`config.mk`:
```
export PLATFORM = sky130hd
export DESIGN_NAME = reg_bank_4
export DESIGN_NICKNAME = d
export VERILOG_FILES = /design/src/rtl/reg_bank_4.sv
export SDC_FILE = /design/constraint.sdc
export NUM_CORES = 1
export LEC_CHECK = 0
export ABC_AREA = 1
export CAP_MARGIN = 15
export CORE_MARGIN = 3
export CORE_UTILIZATION = 56
export DETAILED_ROUTE_END_ITERATION = 6
export HOLD_SLACK_MARGIN = 0.05
export PLACE_DENSITY_LB_ADDON = 0.1
export SLEW_MARGIN = 20
export SYNTH_ARGS = -nofsm -noshare
export SYNTH_HDL_FRONTEND = slang
export SYNTH_SLANG_ARGS = --single-unit
```
`constraint.sdc`:
```
create_clock -name clk -period 2 [get_ports clk]
set_input_delay 0.2 -clock clk [delete_from_list [all_inputs] [get_ports clk]]
set_output_delay 0.2 -clock clk [all_outputs]
set_load 0.05 [all_outputs]
```
`src/rtl/reg_bank_4.sv`:
```
// ============================================================================
// Module   : reg_bank_4
// Purpose  : Four-entry register bank with write-back bypass and a
//            pending-write scoreboard for issue hazard stalls.
// Revision : 1.0  initial release
// ============================================================================
`default_nettype none

module reg_bank_4 #(
    parameter int WIDTH = 8
) (
    input  logic             clk,
    input  logic             rst_n,
    input  logic [3:0]       we,
    input  logic [WIDTH-1:0] wdata,
    input  logic [1:0]       rd_sel_a,
    input  logic [1:0]       rd_sel_b,
    output logic [WIDTH-1:0] rd_a,
    output logic [WIDTH-1:0] rd_b,
    input  logic             issue_valid,
    input  logic [1:0]       issue_dst,
    output logic             issue_ack,
    output logic [3:0]       busy,
    output logic             we_err
);

    logic [WIDTH-1:0] r_regs [4];
    logic [3:0]       r_busy;
    logic             r_we_err;

    logic [3:0]       w_we_minus1;
    logic             w_multi_hot;
    logic             w_one_hot;
    logic [3:0]       w_wr;
    logic [3:0]       w_set;

    // Clearing the lowest set bit leaves something only when two or more were set.
    assign w_we_minus1 = we - 4'd1;
    assign w_multi_hot = |(we & w_we_minus1);
    assign w_one_hot   = (we != 4'd0) && !w_multi_hot;
    assign w_wr        = w_one_hot ? we : 4'd0;

    // A pending destination whose write lands this cycle is not a hazard.
    assign issue_ack = issue_valid && !(r_busy[issue_dst] && !w_wr[issue_dst]);
    assign w_set     = issue_ack ? (4'd1 << issue_dst) : 4'd0;

    assign rd_a   = w_wr[rd_sel_a] ? wdata : r_regs[rd_sel_a];
    assign rd_b   = w_wr[rd_sel_b] ? wdata : r_regs[rd_sel_b];
    assign busy   = r_busy;
    assign we_err = r_we_err;

    generate
        for (genvar i = 0; i < 4; i++) begin : g_entry
            always_ff @(posedge clk or negedge rst_n) begin
                if (!rst_n) begin
                    r_regs[i] <= '0;
                    r_busy[i] <= 1'b0;
                end else begin
                    if (w_wr[i]) begin
                        r_regs[i] <= wdata;
                    end
                    // Set beats clear when an issue and its write-back coincide.
                    if (w_set[i]) begin
                        r_busy[i] <= 1'b1;
                    end else if (w_wr[i]) begin
                        r_busy[i] <= 1'b0;
                    end
                end
            end
        end
    endgenerate

    always_ff @(posedge clk or negedge rst_n) begin
        if (!rst_n) begin
            r_we_err <= 1'b0;
        end else if (w_multi_hot) begin
            r_we_err <= 1'b1;
        end
    end

endmodule

`default_nettype wire

```
; Yosys cells after proc, flatten, opt, wreduce, memory -nomap -nowiden
; Cells that the tools add are included.
[totals]
register_bits = 37
out_inout_bits = 22
word_cells = 57
inputBits = 21
[classes]
n_addsub = 1
magnitude_cmp = 5
bitwise = 3
reduce_logical = 12
mux = 26
n_shift = 1
[ops]
columns = op, n
row1 = 8-bit two-way mux, 6
row2 = 8-bit binary-select mux with 2-bit select, 2
row3 = 1-bit two-way mux, 12
row4 = "2-bit by 3-bit less-than comparator with 1-bit output, second input constant", 3
row5 = 1-bit binary-select mux with 2-bit select, 4
row6 = 4-bit two-way mux, 2
row7 = 2-bit nonzero test, 4
row8 = "3-bit greater-or-equal comparator, second input constant", 2
row9 = 2-bit inverter with 3-bit output, 2
row10 = 4-bit AND, 1
row11 = 4-bit nonzero test, 1
row12 = 4-bit OR reduction, 1
row13 = "1-bit by 2-bit << shifter with 4-bit output, first input constant", 1
row14 = "4-bit by 1-bit subtractor with 4-bit output, second input constant", 1
row15 = 1-bit logical AND, 3
row16 = 1-bit logical NOT, 3

; Logic depth before layout (Yosys ltp)
[depth]
depth_word = 14
mapped_depth = 9

; Worst setup path after synthesis
; Ideal clock, no wire load.
[synth_timing]
path_type = register -> output
startpoint = register r_busy[3] (netlist: busy[3])
endpoint = output port issue_ack
arrival_ns = 1.453
setup_slack_ns = 0.347
stages_incl_launch_ff = 7
path_buffers = 0
required_ns = 1.800
path_cell_list = dfrtp_1 nand3_1 nand2_1 nor2_1 nor2_1 nand3_1 and2_1
[synth_via]
elab_chain_len = 5
[synth_rtl]
columns = item, line
row1 = "start, declared", 28  ; logic [3:0] r_busy;
row2 = "start signal, assigned by index", 57  ; r_busy[i] <= 1'b0;
row3 = "start signal, assigned by index", 64  ; r_busy[i] <= 1'b1;
row4 = "start signal, assigned by index", 66  ; r_busy[i] <= 1'b0;
row5 = 1-bit binary-select mux with 2-bit select, 44  ; assign issue_ack = issue_valid && !(r_busy[issue_dst] && !w_wr[issue_dst]);
row6 = 1-bit two-way mux (not written as such), 44
row7 = 1-bit logical AND, 44
row8 = 1-bit logical NOT, 44
row9 = 1-bit logical AND, 44
row10 = "end, declared", 22  ; output logic issue_ack,
; Every way passes these cells. The select of a mux whose other input is x is not followed.

; Final worst setup path
[layout_timing]
startpoint = input port rd_sel_a[0]
endpoint = output port rd_a[4]
[layout_via]
elab_chain_len = 5
elab_cells_between_ends = 7
classes_between = mux: 6 / bitwise: 1
[layout_rtl]
columns = item, line
row1 = "start, declared", 16  ; input logic [1:0] rd_sel_a,
row2 = 2-bit inverter with 3-bit output (not written as such), 47  ; assign rd_a = w_wr[rd_sel_a] ? wdata : r_regs[rd_sel_a];
row3 = 8-bit binary-select mux with 2-bit select, 47
row4 = 8-bit two-way mux (not written as such) (2 in a row), 47
row5 = 8-bit two-way mux *, 47
row6 = "end, declared", 18  ; output logic [WIDTH-1:0] rd_a,
; Every way passes the cells marked *; elsewhere a longest branch is shown, timed or not. The select of a mux whose other input is x is not followed.

==> results.py <==
metrics = {
    "status": {
        "outcome": "complete, no violations",
    },
    "setup_path": {
        "reg2reg_to": "busy[0]",
        "critPathKind": "in -> out",
        "crit_required_ns": 1.80,
        "endpoint": "rd_a[4]",
        "rr_worst_depth": 8,
        "r2r_start": "busy[3]",
        "crit_path_start_kind": "input pin",
        "critPathCaptureType": "output pin",
        "crit_path_max_fanout": 8,
        "worstPathArrival_ns": 1.74,
        "critPathLaunch": "rd_sel_a[0]",
        "r2r_setup_slack_ns": 0.80,
    },
    "global_route": {
        "use_met1_pct": 35.9,
        "grt.total_usage_pct": 26.9,
        "top_usage_layer": "met2",
        "grt_pass1_vias": 2304,
        "grt_first_pass_wirelength_um": 10600,
        "globalRouteOverflowTotal": 0,
        "grt_max_degree": 38,
        "use_met2_pct": 42.1,
        "antenna_found_initial": 0,
        "gr-usage-met3_pct": 6.33,
    },
    "timing": {
        "fin_crit_sh_pct": 97.2,
        "slew_violations": 0,
        "fmax_ghz": 0.515,
        "min_period_ns": 1.94,
        "final-hold-violation-count": 0,
        "setup_violations": 0,
        "slew-limit-headroom_pct": 66.3,
        "hold_ws_ns": 0.341,
        "worst_pin_slew_ns": 0.504,
        "finalClockSkew_ns": 0.000698,
    },
    "power": {
        "comb_power_share_pct": 43.1,
        "powerDensity_nw_per_um2": 815,
        "pwr-share-seq_pct": 38.4,
        "intPower_mw": 1.59,
        "leakagePower_nw": 1.52,
        "ir_worst_vdd_mv": 0.688,
        "netSwitchingFraction_pct": 39.2,
        "p_switching_mw": 1.03,
        "power_frac_clock_pct": 18.5,
    },
    "job": {
        "max_cap_violations": 0,
    },
    "cts": {
        "cts_tree": "yes",
        "clk_latency_ns": 0.29,
        "clock-sinks": 37,
        "cts_setup_buffers": 0,
        "clock_path_buffers": 2,
        "clockRootBuffer": "clkbuf_8",
        "holdBufCountCts": 0,
        "htreeDepth": 2,
        "clkTransAtPathRegs_ns": 0.07,
        "cts_buffers": 5,
    },
    "synthesis": {
        "synth_area_leaders": "dfrtp_1 40%, o21ai_0 17%, nand2_1 11%",
        "ys.warnings.count": 0,
        "yosysTopAreaCell": "dfrtp_1",
        "seq_area_frac_synth_pct": 40.2,
        "synth_nets": 339,
        "synth_top_area_share_pct": 40.2,
        "yosysUniqueCellTypes": 21,
        "syn_area_per_cell_um2": 7.24,
        "syn_inst": 318,
        "netlist_area_um2": 2300,
        "ys_ff_latch": 37,
    },
    "final_layout": {
        "num-nets-final": 390,
        "regArea_um2": 926,
        "mostFrequentLayoutCell": "o21ai_0",
        "drive_gt1_share_pct": 20.9,
        "design_area_um2": 3200,
        "multi_input_comb_area_um2": 1250,
        "insertedDiodeCount": 0,
        "final_cell_mix": "78 x o21ai_0, 70 x nand2_1, 37 x dfrtp_1",
        "areaGrowthSynthToFinish_pct": 39.2,
        "nFillCells": 232,
    },
    "min_path": {
        "min_path_type": "in -> async",
    },
    "route": {
        "dr.pass1.iters": 5,
        "wire_per_inst_um": 16.7,
        "ant_nets": 0,
        "drt_iter0_drc": 341,
        "routed_wl_um": 6960,
        "drc": 0,
        "drt-vias-per-instance": 5.95,
        "vias": 2477,
    },
    "placed_design": {
        "place_congestion": 0.845,
        "io_buffers": 42,
        "placed_area_um2": 3030,
        "dp_hpwl_um": 4260,
    },
    "die": {
        "dieArea_um2": 4920,
        "dieWidth_um": 70.1,
        "pin_count": 43,
        "chipHeight_um": 70.1,
        "core_area_um2": 3800,
        "std_cell_rows": 22,
        "start_util_pct": 60.6,
    },
}
[per-layer routing]
layer / vias to the layer above / routed length, µm
met5: - / 0
met4: 0 / 130
met3: 19 / 669
met2: 160 / 3340
met1: 1155 / 2820
li1: 1143 / -
[worst min-delay path by stage]
stage               startpoint    endpoint  slack, ns  cells past startpoint
finish                   rst_n  r_regs[24]       0.34                      2
global route             we[3]      we_err       0.38                      4
CTS                      rst_n  r_regs[11]       0.36                      2
detailed placement      we_err      we_err       0.45                      1
global placement        we_err      we_err       0.44                      1
floorplan                rst_n     busy[0]       -0.1                      0
[registers in the layout (all words and copies together), names as in the netlist]
name / count
busy: 4
r_regs: 32
we_err: 1
[area by class of cell]
type	instances	area share [%]
repair buffers	59	24.0
flip-flops and latches	37	28.9
clock buffers	5	2.15
well taps	48	1.87
inverters	33	3.87
clock inverters	1	0.156
multi-input cells	233	39.1
[worst max-delay path: stages]
cell             delay (ns)
clkdlybuf4s50_1        0.58
clkinv_1               0.17
nand2_1                0.14
nand3_4                0.14
nand2_8                0.15
nand2_1                0.11
o21ai_4                0.09
buf_12                 0.15
[power by group through the flow]
| stage | Sequential, mW | Clock (mW) | Combinational [mW] |
|---|---|---|---|
| 2_1_floorplan | 1.05 | 0 | 0.559 |
| 3_3_place_gp | 0.999 | 0 | 1.06 |
| 3_5_place_dp | 1.01 | 0 | 1.08 |
| 4_1_cts | 0.995 | 0.491 | 1.09 |
| 5_1_grt | 1.02 | 0.513 | 1.21 |
| 6_report | 1.00 | 0.483 | 1.13 |
[metrics by stage]
step | instances | setup TNS (ns) | worst slack, ns | util, % | total power [mW]
floorplan | 318 | 0 | 0.347 | - | 1.61
CTS | 415 | 0 | 0.000321 | 82.2 | 2.58
detailed placement | 409 | 0 | 0.00710 | 79.8 | 2.09
finish | 416 | 0 | 0.0566 | 84.4 | 2.61
global route | 416 | -0.180 | -0.0346 | 84.4 | 2.74
global placement | 409 | 0 | 0.0605 | 79.8 | 2.06
[Yosys cell counts, drive strengths merged]
cell    count
a21o        1
a21oi      16
and2        1
buf         6
clkbuf     10
clkinv      2
dfrtp      37
inv        31
nand2      76
nand3      16
nor2       26
o21ai      96
[kinds of logic after synthesis]
group | synth area share [%]
DFF | 40.2
AOI/OAI and AO/OA | 27.3
buffers and inverters | 9.08
and+or+nand+nor | 23.4
[what timing repair did]
item                                    CTS  global route
endpoints found under the setup margin    1            17
hold endpoints to repair                  0             0
resized for setup                         2            13
pin swaps                                 0             1
cloned                                    0             1
Note: power is estimated with default switching activity, not from simulation.
